<file path="src/rtl/bcd_serial_subtractor.sv">
// Digit-serial packed-BCD subtractor (a - b), one digit per clock, LSD first, with registered borrow.
// Define SIGN_MAG_EN to get sign-magnitude results (|a-b| plus neg) instead of ten's complement.
module bcd_serial_subtractor #(
    parameter int DIGITS = 4,
    parameter int CNT_W  = 4
) (
    input  logic                clk,
    input  logic                rst,
    input  logic                start,
    input  logic [4*DIGITS-1:0] a,
    input  logic [4*DIGITS-1:0] b,
    output logic [4*DIGITS-1:0] diff,
    output logic                borrow,
    output logic                neg,
    output logic                err,
    output logic                busy,
    output logic                done
);

    typedef enum logic [2:0] {
        S_IDLE,
        S_CHECK,
        S_RUN,
`ifdef SIGN_MAG_EN
        S_NEGATE,
`endif
        S_DONE
    } state_t;

    state_t              state_q;
    logic [4*DIGITS-1:0] a_q, b_q, diff_q, diff_d;
    logic [CNT_W-1:0]    idx_q;
    logic                bq_q, bq_d;
    logic                borrow_q, err_q, busy_q, done_q;
    logic [DIGITS-1:0]   bad_dig;
    logic [3:0]          x_dig, y_dig, dig;
    logic [4:0]          t_diff;
    logic                last_dig;

    // Operand digit selection; NEGATE subtracts the stored result from zero.
    always_comb begin
        x_dig = 4'd0;
        y_dig = 4'd0;
        for (int i = 0; i < DIGITS; i++) begin
            if (idx_q == CNT_W'(i)) begin
`ifdef SIGN_MAG_EN
                if (state_q == S_NEGATE) begin
                    y_dig = diff_q[4*i +: 4];
                end else begin
                    x_dig = a_q[4*i +: 4];
                    y_dig = b_q[4*i +: 4];
                end
`else
                x_dig = a_q[4*i +: 4];
                y_dig = b_q[4*i +: 4];
`endif
            end
        end
    end

    // 5-bit two's complement: bit 4 is the sign, so a negative digit borrows and gets +10.
    assign t_diff   = {1'b0, x_dig} - {1'b0, y_dig} - {4'd0, bq_q};
    assign bq_d     = t_diff[4];
    assign dig      = t_diff[4] ? (t_diff[3:0] + 4'd10) : t_diff[3:0];
    assign last_dig = (idx_q == CNT_W'(DIGITS - 1));

    genvar gi;
    generate
        for (gi = 0; gi < DIGITS; gi++) begin : g_dig
            assign bad_dig[gi] = (a_q[4*gi +: 4] > 4'd9) || (b_q[4*gi +: 4] > 4'd9);
            assign diff_d[4*gi +: 4] = (idx_q == CNT_W'(gi)) ? dig : diff_q[4*gi +: 4];
        end
    endgenerate

`ifdef SIGN_MAG_EN
    logic neg_q;
    assign neg = neg_q;
`else
    assign neg = 1'b0;
`endif

    always_ff @(posedge clk) begin
        if (rst) begin
            state_q  <= S_IDLE;
            a_q      <= '0;
            b_q      <= '0;
            diff_q   <= '0;
            idx_q    <= '0;
            bq_q     <= 1'b0;
            borrow_q <= 1'b0;
            err_q    <= 1'b0;
            busy_q   <= 1'b0;
            done_q   <= 1'b0;
`ifdef SIGN_MAG_EN
            neg_q    <= 1'b0;
`endif
        end else begin
            done_q <= 1'b0;
            case (state_q)
                S_IDLE: begin
                    if (start) begin
                        a_q      <= a;
                        b_q      <= b;
                        diff_q   <= '0;
                        borrow_q <= 1'b0;
                        err_q    <= 1'b0;
                        busy_q   <= 1'b1;
`ifdef SIGN_MAG_EN
                        neg_q    <= 1'b0;
`endif
                        state_q  <= S_CHECK;
                    end
                end
                S_CHECK: begin
                    if (|bad_dig) begin
                        err_q   <= 1'b1;
                        done_q  <= 1'b1;
                        state_q <= S_DONE;
                    end else begin
                        idx_q   <= '0;
                        bq_q    <= 1'b0;
                        state_q <= S_RUN;
                    end
                end
                S_RUN: begin
                    diff_q <= diff_d;
                    bq_q   <= bq_d;
                    if (last_dig) begin
                        idx_q    <= '0;
                        borrow_q <= bq_d;
`ifdef SIGN_MAG_EN
                        if (bq_d) begin
                            bq_q    <= 1'b0;
                            state_q <= S_NEGATE;
                        end else begin
                            done_q  <= 1'b1;
                            state_q <= S_DONE;
                        end
`else
                        done_q  <= 1'b1;
                        state_q <= S_DONE;
`endif
                    end else begin
                        idx_q <= idx_q + CNT_W'(1);
                    end
                end
`ifdef SIGN_MAG_EN
                S_NEGATE: begin
                    diff_q <= diff_d;
                    bq_q   <= bq_d;
                    if (last_dig) begin
                        idx_q   <= '0;
                        neg_q   <= 1'b1;
                        done_q  <= 1'b1;
                        state_q <= S_DONE;
                    end else begin
                        idx_q <= idx_q + CNT_W'(1);
                    end
                end
`endif
                S_DONE: begin
                    busy_q  <= 1'b0;
                    state_q <= S_IDLE;
                end
                default: state_q <= S_IDLE;
            endcase
        end
    end

    assign diff   = diff_q;
    assign borrow = borrow_q;
    assign err    = err_q;
    assign busy   = busy_q;
    assign done   = done_q;

endmodule

</file>
<file path="config.mk">
export PLATFORM = sky130hd
export DESIGN_NAME = bcd_serial_subtractor
export DESIGN_NICKNAME = d
export VERILOG_FILES = /design/src/rtl/bcd_serial_subtractor.sv
export SDC_FILE = /design/constraint.sdc
export NUM_CORES = 1
export LEC_CHECK = 0
export CORE_ASPECT_RATIO = 1.2
export CORE_UTILIZATION = 50
export DETAILED_ROUTE_END_ITERATION = 7
export PLACE_DENSITY = 0.76
export SYNTH_ARGS = -nofsm -noshare
export SYNTH_HDL_FRONTEND = slang
export SYNTH_SLANG_ARGS = --single-unit
</file>
<file path="constraint.sdc">
create_clock -name clk -period 3.8 [get_ports clk]
set_input_delay 0.76 -clock clk [delete_from_list [all_inputs] [get_ports clk]]
set_output_delay 0.76 -clock clk [all_outputs]
set_load 0.1 [all_outputs]
</file>
==> results of run 1 <==
[cells in the mapped netlist, types with 2 or more instances]
cell type  count
nand2_1      101
a21oi_1       60
dfxtp_1       59
clkbuf_1      15
ha_1          14
nand3b_1      14
nor2_1        14
o21ai_0       13
inv_1         11
nand3_1       11
nand4_1       11
buf_2          9
nor3_1         7
nand2b_1       4
o21ai_1        4
a21o_1         3
mux2i_1        3
nor2b_1        3
a21oi_2        2
a221oi_1       2
a311oi_1       2
fa_1           2
mux2_2         2
o311ai_2       2
or2_2          2
[power groups by stage]
stage	Sequential (uW)	Combinational [uW]	Clock, uW
6_report	816	1460	468
3_5_place_dp	828	1440	0
2_1_floorplan	971	986	0
5_1_grt	831	1620	509
4_1_cts	816	1450	481
3_3_place_gp	825	1420	0
[cell families (layout without fill, tap and decap cells)]
kind of cell / after synthesis / count (layout) / synth area share, %
mux: 5 / 5 / 1.67
xor+xnor: 3 / 3 / 1.55
compound gates: 104 / 104 / 21.0
buf+inv: 37 / 87 / 4.89
other cells: 1 / 1 / 0.119
flops: 59 / 59 / 37.5
simple gates: 176 / 176 / 26.4
fa+ha+maj: 16 / 16 / 6.84
[critical path, stage by stage (launching register included)]
cell,delay (ns)
dfxtp_2,0.37
inv_1,0.08
ha_2,0.23
nand3b_1,0.17
a21oi_1,0.19
a21oi_1,0.07
o21ai_0,0.15
nand2_1,0.10
fa_1,0.36
inv_1,0.10
fa_1,0.45
ha_1,0.23
nor2_1,0.12
mux2i_1,0.10
o211ai_1,0.34
nand4_1,0.15
nand3_1,0.11
[worst min path at each step]
stage                     startpoint       to  slack, ns  depth (start not counted)
after floorplan               a_q[0]   a_q[0]       0.44                          2
after global placement       diff[9]  diff[9]       0.44                          2
after detailed placement      borrow   borrow       0.45                          2
after CTS                     borrow   borrow       0.46                          2
after global routing         diff[9]  diff[9]       0.48                          2
final                         borrow   borrow       0.45                          2
[registers in the layout (all words and copies together), names as in the netlist]
name / cells
a_q: 16
b_q: 16
borrow: 1
bq_q: 1
busy: 1
diff: 16
done: 1
err: 1
idx_q: 4
state_q: 2
[stage by stage]
step           total power [uW]  util, %  hold WS [ns]
4_1_cts                    2750     64.0         0.456
3_5_place_dp               2270     61.4         0.447
5_1_grt                    2960     64.2         0.482
3_3_place_gp               2250     61.4         0.441
6_report                   2740     64.2         0.453
2_1_floorplan              1960        -         0.436
[metal layers]
layer	up-vias	track usage [%]	share of wire (%)
met5	-	0	0
met4	0	12.5	1.4
met3	10	4.85	4.7
met2	71	43.5	53
met1	1342	26.5	41
li1	1482	-	-
[placed cells by master, fill, tap and decap left out, types with 6 or more instances in the layout]
cell / instances
nand2_1: 101
a21oi_1: 60
dfxtp_1: 57
clkdlybuf4s50_1: 53
nand3b_1: 14
nor2_1: 14
o21ai_0: 13
ha_1: 12
inv_1: 11
nand4_1: 11
nand3_1: 11
clkbuf_8: 9
nor3_1: 6
[area by class of cell]
| cell class | count | area, sq um | area share (%) |
|---|---|---|---|
| Sequential cell | 59 | 1180 | 30.5 |
| Inverter | 12 | 45.0 | 1.16 |
| Tap cell | 82 | 103 | 2.64 |
| Timing Repair Buffer | 59 | 573 | 14.7 |
| Clock inverter | 6 | 32.5 | 0.837 |
| Multi-Input combinational cell | 305 | 1820 | 46.9 |
| Clock buffer | 10 | 128 | 3.28 |
==> qor.yml, run 1 <==
outcome: "finished, final reports clean"
post-place-cells: 517
yosysWarnings: 0
design_area_sq_um: 3890
crit_path_start_kind: "register"
grt_pass1_vias: 2644
rr_endpoint: "diff[3]"
avgSynthCellArea_sq_um: 7.85
r2r-start: "idx_q[1]"
place_ws_ns: 0.296
p_leak_uw: 0.00145
routed_via_density: 5.45
overflow: 0
clock_skew_ns: 0.00650
criticalPathCategory: "reg2reg"
arrival_ns: 3.67
setup_ws_ns: 0.421
crit_end: "diff[3]"
r2r_cells: 16
die_x_um: 74.4
hp-class: "reg2reg"
peakVddDrop_v: 0.000354
power_frac_seq_pct: 29.8
num_rows: 31
p_per_area_nw_per_um2: 706
gp_congestion: 0.886
synth_seq_cells: 59
cts-htree-levels: 3
area.growth.synth_to_final_pct: 23.5
worst_slew_pin_slew_ns: 1.07
drt_iter0_drc: 143
vias: 2905
ys_types: 56
drc: 0
io_pins: 56
grt_max_degree: 37
hpwl_mm: 5.35
drv_cap: 0
p_comb_share_pct: 53.2
port_buffers: 54
hold_violations: 0
cp.required_ns: 4.09
syn_area_sq_um: 3150
clock_path_buffers: 2
clk_pin_slew_ns: 0.06
clockRootBuffer: "clkbuf_8"
max_freq_mhz: 296
fillerInstances: 583
grt_first_pass_wirelength_mm: 11.9
numCtsBuffers: 9
post-synth-top-area-cell: "dfxtp_1"
start_util_pct: 52.0
clock_power_share_pct: 17.1
drt-pass1-iter-count: 5
synth_edf_count: 0
dieArea_sq_um: 6620
cts.sinks: 59
worstSkewPairLatency_ns: 0.35
p_sw_share_pct: 45.9
final_antenna_net_count: 0
grt_usage_pct: 24.1
antennaDiodeCount: 0
placed_cell_area_sq_um: 3710
ys_async_sr_fraction_pct: 0
postSynthCellCount: 401
relSlewSlack_pct: 28.8
antenna_found_initial: 0
synth-seq-area-share_pct: 37.5
coreArea_sq_um: 6050
wl_mm: 7.16
synth_fp_nets: 452
fp.dieH_um: 88.9
finalWorstPathRequiredPeriod_ns: 3.38
wire_per_inst_um: 13.4
synthFlopType: "dfxtp_1"
postCtsHoldBufs: 0
fin_tns_setup_ns: 0
endpoint_kind: "register"
slew_violations: 0
cts_tree: "yes"
synthTopCellsByArea: "dfxtp_1, nand2_1, a21oi_1, ha_1, nand3b_1"
p_switching_uw: 1260
intPower_uw: 1480
ctsResizeCount: 0
rsz0062_at_grt: "false"
fin_crit_sh_pct: 88.9
cts_setup_buffers: 0
cp-startpoint: "idx_q[1]"
final_nets: 497
drive_gt1_share_pct: 9.98
path_max_fanout: 7
setup_viol: 0
regToRegSetupSlack_ns: 0.42
yosysTopAreaCellShare_pct: 37.5
instances_no_fill: 533
Power figures use the tool's default switching activity.
==> run 2: changes to the inputs <==
--- a/config.mk
+++ b/config.mk
@@ -7,8 +7,10 @@
 export LEC_CHECK = 0
 export CORE_ASPECT_RATIO = 1.2
 export CORE_UTILIZATION = 50
+export CTS_CLUSTER_SIZE = 10
 export DETAILED_ROUTE_END_ITERATION = 7
 export PLACE_DENSITY = 0.76
+export RECOVER_POWER = 25
 export SYNTH_ARGS = -nofsm -noshare
 export SYNTH_HDL_FRONTEND = slang
 export SYNTH_SLANG_ARGS = --single-unit
==> run 2 against run 1 <==
Against the previous run: die area unchanged; setup slack worse by 0.0010 ns; critical path depth unchanged; critical endpoint unchanged; cell area about the same; cell count unchanged; clock-buffer cell count unchanged; register-to-register slack about the same; clock power about the same; highest routed layer unchanged; non-clock buffer count unchanged; flip-flop and latch count unchanged.
==> qor.yml, run 2 (same netlist as run 1, synthesis figures left out) <==
grt_max_degree: 37
gp_congestion: 0.886
clock_path_buffers: 2
crit_path_start_kind: "register"
relSlewSlack_pct: 29.0
port_buffers: 54
outcome: "finished, final reports clean"
numCtsBuffers: 9
p_leak_uw: 0.00145
num_rows: 31
routed_via_density: 5.43
arrival_ns: 3.67
r2r-start: "idx_q[1]"
drive_gt1_share_pct: 9.53
final_antenna_net_count: 0
cts.sinks: 59
setup_viol: 0
rsz0062_at_grt: "false"
cp-startpoint: "idx_q[1]"
final_nets: 497
antennaDiodeCount: 0
wire_per_inst_um: 13.4
drt-pass1-iter-count: 4
max_freq_mhz: 296
grt_first_pass_wirelength_mm: 11.9
coreArea_sq_um: 6050
drt_iter0_drc: 133
clockRootBuffer: "clkbuf_8"
hpwl_mm: 5.35
endpoint_kind: "register"
clk_pin_slew_ns: 0.06
hp-start: "borrow"
hp-class: "reg2reg"
grt_usage_pct: 24.1
finalWorstPathRequiredPeriod_ns: 3.38
cts-htree-levels: 3
fin_crit_sh_pct: 89.0
drv_cap: 0
clock_skew_ns: 0.00713
overflow: 0
final_common_cell: "nand2_1"
cp.required_ns: 4.09
layout_common_cells: "nand2_1, a21oi_1, dfxtp_1"
dieArea_sq_um: 6620
p_per_area_nw_per_um2: 706
worstSkewPairLatency_ns: 0.35
die_x_um: 74.4
fin_tns_setup_ns: 0
io_pins: 56
utilization_pct: 64.2
path_max_fanout: 7
fp.dieH_um: 88.9
drc: 0
slew_violations: 0
antenna_found_initial: 0
wl_mm: 7.16
start_util_pct: 52.0
grt_pass1_vias: 2644
criticalPathCategory: "reg2reg"
area.growth.synth_to_final_pct: 23.4
worst_slew_pin_slew_ns: 1.06
hold_violations: 0
peakVddDrop_v: 0.000354
cts_tree: "yes"
vias: 2894
==> run 2: layer usage <==
metal | global-route usage, % | vias to the layer above | routed length [um]
li1 | - | 1478 | -
met4 | 12.5 | 0 | 102
met1 | 26.5 | 1333 | 2950
met5 | 0 | - | 0
met2 | 43.5 | 73 | 3770
met3 | 4.85 | 10 | 336
==> run 2: per-stage QoR <==
step | power [uW] | std cells | worst slack, ns | hold slack (ns) | cell area [sq um]
CTS | 2750 | 533 | 0.264 | 0.456 | 3870
floorplan | 1960 | 401 | 0.545 | 0.436 | 3150
detailed placement | 2270 | 517 | 0.296 | 0.447 | 3710
global route | 2950 | 533 | 0.00792 | 0.482 | 3880
finish | 2740 | 533 | 0.420 | 0.455 | 3880
global placement | 2250 | 517 | 0.432 | 0.441 | 3710
==> run 2: worst max-delay path: stages (launching register included) <==
cell	delay [ns]
dfxtp_2	0.37
inv_1	0.08
ha_2	0.23
nand3b_1	0.17
a21oi_1	0.19
a21oi_1	0.07
o21ai_0	0.15
nand2_1	0.10
fa_1	0.36
inv_1	0.10
fa_1	0.45
ha_1	0.23
nor2_1	0.12
mux2i_1	0.10
o211ai_1	0.34
nand4_1	0.15
nand3_1	0.11
==> run 2: layout make-up <==
type,count,area [sq um]
clock buffer,10,128
inverter,12,45.0
tap,82,103
timing repair buffer,59,573
fill,582,2170
clock inverter,6,32.5
sequential,59,1180
multi-input combinational,305,1820
==> run 2: power breakdown <==
| group | switching (uW) | internal, uW | total [uW] |
|---|---|---|---|
| Clock | 239 | 230 | 468 |
| Combinational | 931 | 524 | 1450 |
| Sequential | 88.6 | 728 | 816 |
| Total | 1260 | 1480 | 2740 |
==> run 2: worst paths after layout <==
check / to / slack [ns] / cells past startpoint
worst min-delay path: borrow / 0.45 / 2
worst min register to register: borrow / 0.45 / 2
worst max register to register: diff[3] / 0.42 / 16
worst max-delay path: diff[3] / 0.42 / 16
==> run 2: repair_timing <==
action / CTS / global route
resized for setup: 0 / 5
endpoints found under the hold margin: 0 / 0
hold buffers: 0 / 0
setup buffers: 0 / 0
setup endpoints to repair: 0 / 8
